### config.mk
export PLATFORM = sky130hd
export DESIGN_NAME = i2s_dac_serializer
export DESIGN_NICKNAME = d
export VERILOG_FILES = /design/src/rtl/i2s_dac_serializer.sv
export SDC_FILE = /design/constraint.sdc
export NUM_CORES = 1
export LEC_CHECK = 0
export CORE_AREA = 3 3 128 130
export CTS_CLUSTER_DIAMETER = 120
export CTS_CLUSTER_SIZE = 8
export DETAILED_ROUTE_END_ITERATION = 6
export DIE_AREA = 0 0 131 133
export MAX_ROUTING_LAYER = met4
export PLACE_DENSITY = 0.55
export SYNTH_ARGS = -nofsm -noshare
export SYNTH_HDL_FRONTEND = slang
export SYNTH_SLANG_ARGS = --single-unit
### constraint.sdc
create_clock -name sample_clk -period 1.95 [get_ports sample_clk]
set_input_delay 0.39 -clock sample_clk [delete_from_list [all_inputs] [get_ports sample_clk]]
set_output_delay 0.39 -clock sample_clk [all_outputs]
set_load 0.01 [all_outputs]
### src/rtl/i2s_dac_serializer.sv
// ---------------------------------------------------------------------------
// i2s_dac_serializer
//
// Purpose: I2S output stage between the audio FIFO and the DAC pins. Accepts
// stereo PCM pairs over valid/ready and serialises them MSB first in I2S
// format (one-bit delay after the lrclk edge, 32-bit slots, 64 bitclks per
// frame). All pin clocks are derived from sample_clk (1024 * fs_base).
//
// Optional feature macro: UNDERRUN_HOLD_EN
//   defined   - an underrun replays the last successfully loaded pair
//   undefined - an underrun sends digital silence (zeros)
//
// Ports:
//   sample_clk  in   XO clock, the only clock
//   rst         in   synchronous, active-high reset
//   enable      in   run request; low forces STOP
//   rate_sel    in   0 stop, 1 = 1x (bitclk /16), 2 = 2x (/8), 3 = 4x (/4)
//   s_valid     in   sample pair offered
//   s_ready     out  holding register can take the pair this cycle
//   s_left      in   left sample, two's complement
//   s_right     in   right sample, two's complement
//   tx_mclk     out  sample_clk / 2
//   tx_bitclk   out  64 * fs
//   tx_lrclk    out  0 = left slot, 1 = right slot
//   tx_data     out  serial data, MSB first
//   frame_start out  one-cycle pulse when the shifter loads a new frame
//   underrun    out  one-cycle pulse when the shifter loads with hold empty
// ---------------------------------------------------------------------------
module i2s_dac_serializer #(
  parameter int WIDTH = 24  // PCM bits per channel, at most 32
) (
  input  logic             sample_clk,
  input  logic             rst,
  input  logic             enable,
  input  logic [1:0]       rate_sel,
  input  logic             s_valid,
  output logic             s_ready,
  input  logic [WIDTH-1:0] s_left,
  input  logic [WIDTH-1:0] s_right,
  output logic             tx_mclk,
  output logic             tx_bitclk,
  output logic             tx_lrclk,
  output logic             tx_data,
  output logic             frame_start,
  output logic             underrun
);

  typedef enum logic [1:0] {ST_STOP, ST_SYNC, ST_RUN} state_e;

  state_e           state_q, state_d;
  logic [1:0]       rate_q, rate_d;      // rate latched on leaving STOP
  logic [3:0]       div_q, div_d;
  logic [5:0]       bit_q, bit_d;
  logic             hold_full_q, hold_full_d;
  logic [WIDTH-1:0] hold_l_q, hold_l_d, hold_r_q, hold_r_d;
  logic [63:0]      frame_q, frame_d;    // whole frame, bit 63 goes out first
  logic             mclk_q, mclk_d, bitclk_q, bitclk_d, lrclk_q, lrclk_d;
  logic             data_q, data_d, frame_start_q, frame_start_d;
  logic             underrun_q, underrun_d;
`ifdef UNDERRUN_HOLD_EN
  logic [WIDTH-1:0] last_l_q, last_l_d, last_r_q, last_r_d;
`endif

  logic [1:0] tap;
  logic [3:0] tick_mask;
  logic       fall_tick, wrap, accept, stop_req;

  // Places a pair into its 32-bit slots; unused low slot bits stay zero.
  function automatic logic [63:0] pack_frame(input logic [WIDTH-1:0] l,
                                             input logic [WIDTH-1:0] r);
    logic [63:0] f;
    f = '0;
    f[63 -: WIDTH] = l;
    f[31 -: WIDTH] = r;
    return f;
  endfunction

  assign s_ready = !hold_full_q && (state_q != ST_STOP);

  // Divider tap k = 4 - rate; fall_tick when div_cnt[k:0] is all ones.
  always_comb begin
    case (rate_q)
      2'd1:    begin tap = 2'd3; tick_mask = 4'b1111; end
      2'd2:    begin tap = 2'd2; tick_mask = 4'b0111; end
      default: begin tap = 2'd1; tick_mask = 4'b0011; end
    endcase
  end

  // NOTE: every variable gets its default before any branch, so no path can
  // leave one unassigned and infer a latch.
  always_comb begin
    state_d       = state_q;
    rate_d        = rate_q;
    div_d         = div_q;
    bit_d         = bit_q;
    hold_full_d   = hold_full_q;
    hold_l_d      = hold_l_q;
    hold_r_d      = hold_r_q;
    frame_d       = frame_q;
    data_d        = data_q;
    lrclk_d       = lrclk_q;
    frame_start_d = 1'b0;
    underrun_d    = 1'b0;
`ifdef UNDERRUN_HOLD_EN
    last_l_d      = last_l_q;
    last_r_d      = last_r_q;
`endif

    fall_tick = (state_q != ST_STOP) && ((div_q & tick_mask) == tick_mask);
    wrap      = fall_tick && (bit_q == 6'd63);
    accept    = s_valid && s_ready;
    stop_req  = !enable || (rate_sel == 2'd0);

    case (state_q)
      ST_STOP: if (!stop_req) begin
        state_d = ST_SYNC;
        rate_d  = rate_sel;
      end
      // A rate change passes through STOP so the divider restarts cleanly.
      ST_SYNC: if (stop_req || rate_sel != rate_q) state_d = ST_STOP;
               else if (wrap && hold_full_q)       state_d = ST_RUN;
      ST_RUN:  if (stop_req || rate_sel != rate_q) state_d = ST_STOP;
      default: state_d = ST_STOP;
    endcase

    if (state_q != ST_STOP) begin
      div_d = div_q + 4'd1;
      if (accept) begin
        hold_full_d = 1'b1;
        hold_l_d    = s_left;
        hold_r_d    = s_right;
      end
      if (fall_tick) begin
        bit_d = bit_q + 6'd1;
        if (wrap) begin
          if (hold_full_q) begin
            frame_d       = pack_frame(hold_l_q, hold_r_q);
            hold_full_d   = 1'b0;
            frame_start_d = 1'b1;
`ifdef UNDERRUN_HOLD_EN
            last_l_d      = hold_l_q;
            last_r_d      = hold_r_q;
`endif
          end else if (state_q == ST_RUN) begin
            // SYNC never reaches here: it waits for a full holding register.
`ifdef UNDERRUN_HOLD_EN
            frame_d       = pack_frame(last_l_q, last_r_q);
`else
            frame_d       = '0;
`endif
            frame_start_d = 1'b1;
            underrun_d    = 1'b1;
          end
        end else begin
          frame_d = frame_q << 1;
        end
        // Pins stay quiet in SYNC; they follow the slot counter once running.
        if (state_d == ST_RUN) begin
          data_d  = frame_d[63];
          lrclk_d = (bit_d >= 6'd31) && (bit_d != 6'd63);
        end
      end
    end

    // Entering STOP discards any frame in progress and any held pair.
    if (state_d == ST_STOP) begin
      div_d         = 4'd0;
      bit_d         = 6'd63;
      hold_full_d   = 1'b0;
      data_d        = 1'b0;
      lrclk_d       = 1'b0;
      frame_start_d = 1'b0;
      underrun_d    = 1'b0;
`ifdef UNDERRUN_HOLD_EN
      last_l_d      = '0;
      last_r_d      = '0;
`endif
    end

    // Clock pins mirror the next divider value, so bitclk falls on the edge
    // right after fall_tick together with the data/lrclk update.
    bitclk_d = div_d[tap];
    mclk_d   = div_d[0];
  end

  // NOTE: state updates use non-blocking assignments so every flop samples
  // the pre-edge values regardless of statement order.
  always_ff @(posedge sample_clk) begin
    if (rst) begin
      state_q       <= ST_STOP;
      rate_q        <= 2'd0;
      div_q         <= 4'd0;
      bit_q         <= 6'd63;
      hold_full_q   <= 1'b0;
      // NOTE: the data registers are reset as well, so nothing stale can ever
      // reach the pins after a reset.
      hold_l_q      <= '0;
      hold_r_q      <= '0;
      frame_q       <= '0;
      mclk_q        <= 1'b0;
      bitclk_q      <= 1'b0;
      lrclk_q       <= 1'b0;
      data_q        <= 1'b0;
      frame_start_q <= 1'b0;
      underrun_q    <= 1'b0;
`ifdef UNDERRUN_HOLD_EN
      last_l_q      <= '0;
      last_r_q      <= '0;
`endif
    end else begin
      state_q       <= state_d;
      rate_q        <= rate_d;
      div_q         <= div_d;
      bit_q         <= bit_d;
      hold_full_q   <= hold_full_d;
      hold_l_q      <= hold_l_d;
      hold_r_q      <= hold_r_d;
      frame_q       <= frame_d;
      mclk_q        <= mclk_d;
      bitclk_q      <= bitclk_d;
      lrclk_q       <= lrclk_d;
      data_q        <= data_d;
      frame_start_q <= frame_start_d;
      underrun_q    <= underrun_d;
`ifdef UNDERRUN_HOLD_EN
      last_l_q      <= last_l_d;
      last_r_q      <= last_r_d;
`endif
    end
  end

  assign tx_mclk     = mclk_q;
  assign tx_bitclk   = bitclk_q;
  assign tx_lrclk    = lrclk_q;
  assign tx_data     = data_q;
  assign frame_start = frame_start_q;
  assign underrun    = underrun_q;

endmodule
==> impl_metrics.yaml <==
status:
  status: "finished clean"
synth:
  syn_nets: 687
  async_reset_ff_share_pct: 0
  ys_seq_area_share_pct: 46.4
  syn-cell-area_um2: 5350
  synthCells: 628
  synthTopCellsByCount: "161 x nand2_1, 124 x dfxtp_1, 80 x a21oi_1"
  synth_flop_cell: "dfxtp_1"
  yosys.area.top_type_share_pct: 46.4
  yosysMostFrequentCell: "nand2_1"
  yosys_warnings: 0
  synth_edf_count: 0
  yosysUniqueCellTypes: 45
  syn_avg_cell_area_um2: 8.52
  synth_area_leaders: "dfxtp_1 46%, nand2_1 11%, a21oi_1 7.5%"
  yosys.area.top_type: "dfxtp_1"
  ys_seq_elements: 124
routing:
  dr.first_iter.drc_count: 257
  viasPerCell: 4.88
  firstDrtPassIters: 4
  drtAntennaViolNets: 0
  num_vias: 4530
  drt-wirelength-per-cell_um: 13.8
  drc: 0
  drt_wl_total_um: 12900
floorplan:
  dieArea_um2: 17400
  die_height_um: 133
  core_um2: 15300
  rows: 45
  die_width_um: 131
  initial_core_util_pct: 35.1
  io_pins: 61
layout:
  fin_area_um2: 7400
  final_nets: 765
  diodes: 0
  syn_to_final_growth_pct: 38.3
  final_layout_size_suffix_gt1_share_pct: 21.9
grt:
  grt_pass1_wl_um: 19900
  grt_antenna_before_repair: 0
  grt_pass1_vias: 4248
  overflow: 0
  grt.total_usage_pct: 14.9
  grt_max_degree: 49
cts:
  cts-root-buf: "clkbuf_16"
  cts_hold_buffers: 0
  cts_made_buffers: 17
  insertion_delay_ns: 0.42
  cts_max_level: 4
  clockBufferDepth: 2
  clock-sinks: 124
  cts_tree: "yes"
  clkTransAtPathRegs_ns: 0.05
power:
  power_density_nw_per_um2: 861
  max-vdd-ir-drop_uv: 603
  power_leakage_nw: 2.58
timing:
  rsz0062_at_grt: "yes"
  tightest_slew_ns: 0.472
  finalMaxSlewViolations: 0
  fin_ws_ns: 0.00940
  timing.fmax_mhz: 515
  period_minus_slack_ns: 1.94
  finalClockSkew_ns: 0.00737
  max_slew_margin_pct: 68.5
  period_share_pct: 99.5
  fin_setup_tns_ns: 0
  fin_worst_hold_slack_ns: 0.421
  setup_viol_count_final: 0
  hold_viol_final: 0
place:
  io_buffers: 60
  postPlaceCellArea_um2: 6330
  place_hpwl_um: 8080
  dp_slack_ns: -0.129
  place_congestion: 0.789
setup_path:
  arrival_ns: 2.28
  path_max_fanout: 11
  end_kind: "flip-flop"
  cp-start-kind: "flip-flop"
  cp.required_ns: 2.29
  critPathKind: "reg2reg"
job:
  max_cap_viol_count: 0
hold_path:
  worstHoldPathType: "in2reg"
## cells by family (layout without fill, tap and decap cells)
kind of cell	count (synthesis)	count (layout)	synth area share, %
simple gates	280	280	24.5
compound gates	154	154	20.7
flops	124	124	46.4
buf+inv	52	142	5.08
xor+xnor	11	11	1.80
fa+ha+maj	5	5	1.17
mux	2	2	0.374
## stage by stage
| step | util, % | power (mW) | instances |
|---|---|---|---|
| after detailed placement | 41.5 | 2.95 | 887 |
| final | 48.5 | 6.37 | 929 |
| after CTS | 46.1 | 6.45 | 919 |
| after global placement | 41.5 | 2.95 | 887 |
| after global routing | 48.5 | 6.60 | 929 |
| after floorplan | - | 2.78 | 628 |
## where the power goes
group	total, mW	switching (mW)	internal, mW
clock	3.46	1.11	2.35
combinational	0.310	0.145	0.166
sequential	2.59	0.0255	2.57
total	6.37	1.28	5.09
## routing by layer
metal	wire length (um)	global-route usage (%)	vias to the layer above
met3	519	5.21	17
li1	-	-	2313
met5	0	-	-
met1	6090	18.5	2113
met4	189	5.03	0
met2	6060	22.4	87
## cell usage in the layout, fill, tap and decap left out, drive strengths merged, types with 5 or more instances in the layout
cell type      Yosys  final
o21ai              5      5
a221oi            24     24
dfxtp            124    124
xor2               7      7
clkbuf            26     23
nor3              26     26
nand3             24     24
bufinv             0      5
ha                 5      5
nor2              47     47
a21o              24     24
clkdlybuf4s50      0     58
nand2            161    161
a21oi             81     81
a22oi             11     11
buf               22     45
## flip-flops by register name, summed over array words and instances, names as in the netlist
signal and cells:
div_q 4, hold_l_q 24, bit_q 6, tx_bitclk 1, frame_start 1, hold_full_q 1
underrun 1, tx_data 1, state_q 2, frame_q 56, hold_r_q 24, tx_lrclk 1
rate_q 2
## cell type report
cell class	count	area, um2
fill	1423	7860
clock buffer	20	467
sequential	124	2490
inverter	4	15.0
clock inverter	11	190
multi-input combinational	452	2830
tap	211	264
timing repair buffer	107	1140
## worst paths after layout
path                     from          end  slack (ns)  cells after the start
setup / recovery    rate_q[0]  frame_q[16]       0.009                      9
hold / removal            rst  frame_q[62]        0.42                      2
setup reg to reg    rate_q[0]  frame_q[16]       0.009                      9
hold reg to reg   frame_q[61]  frame_q[61]        0.45                      2
## what timing repair did
action / CTS / global route
buffers inserted: 1 / 6
endpoints found under the setup margin: 7 / 46
pin swaps: 1 / 2
gates resized for setup: 11 / 37
cloned: 0 / 4
## critical path, cell delays in order (launching register included)
cell and delay (ns):
dfxtp_2 0.34, inv_2 0.05, ha_4 0.27, nor2_4 0.04, or3b_4 0.40, buf_12 0.16, a21oi_4 0.23, clkbuf_16 0.22
nor2_1 0.05, nor3_2 0.10
Power figures use the tool's default switching activity.
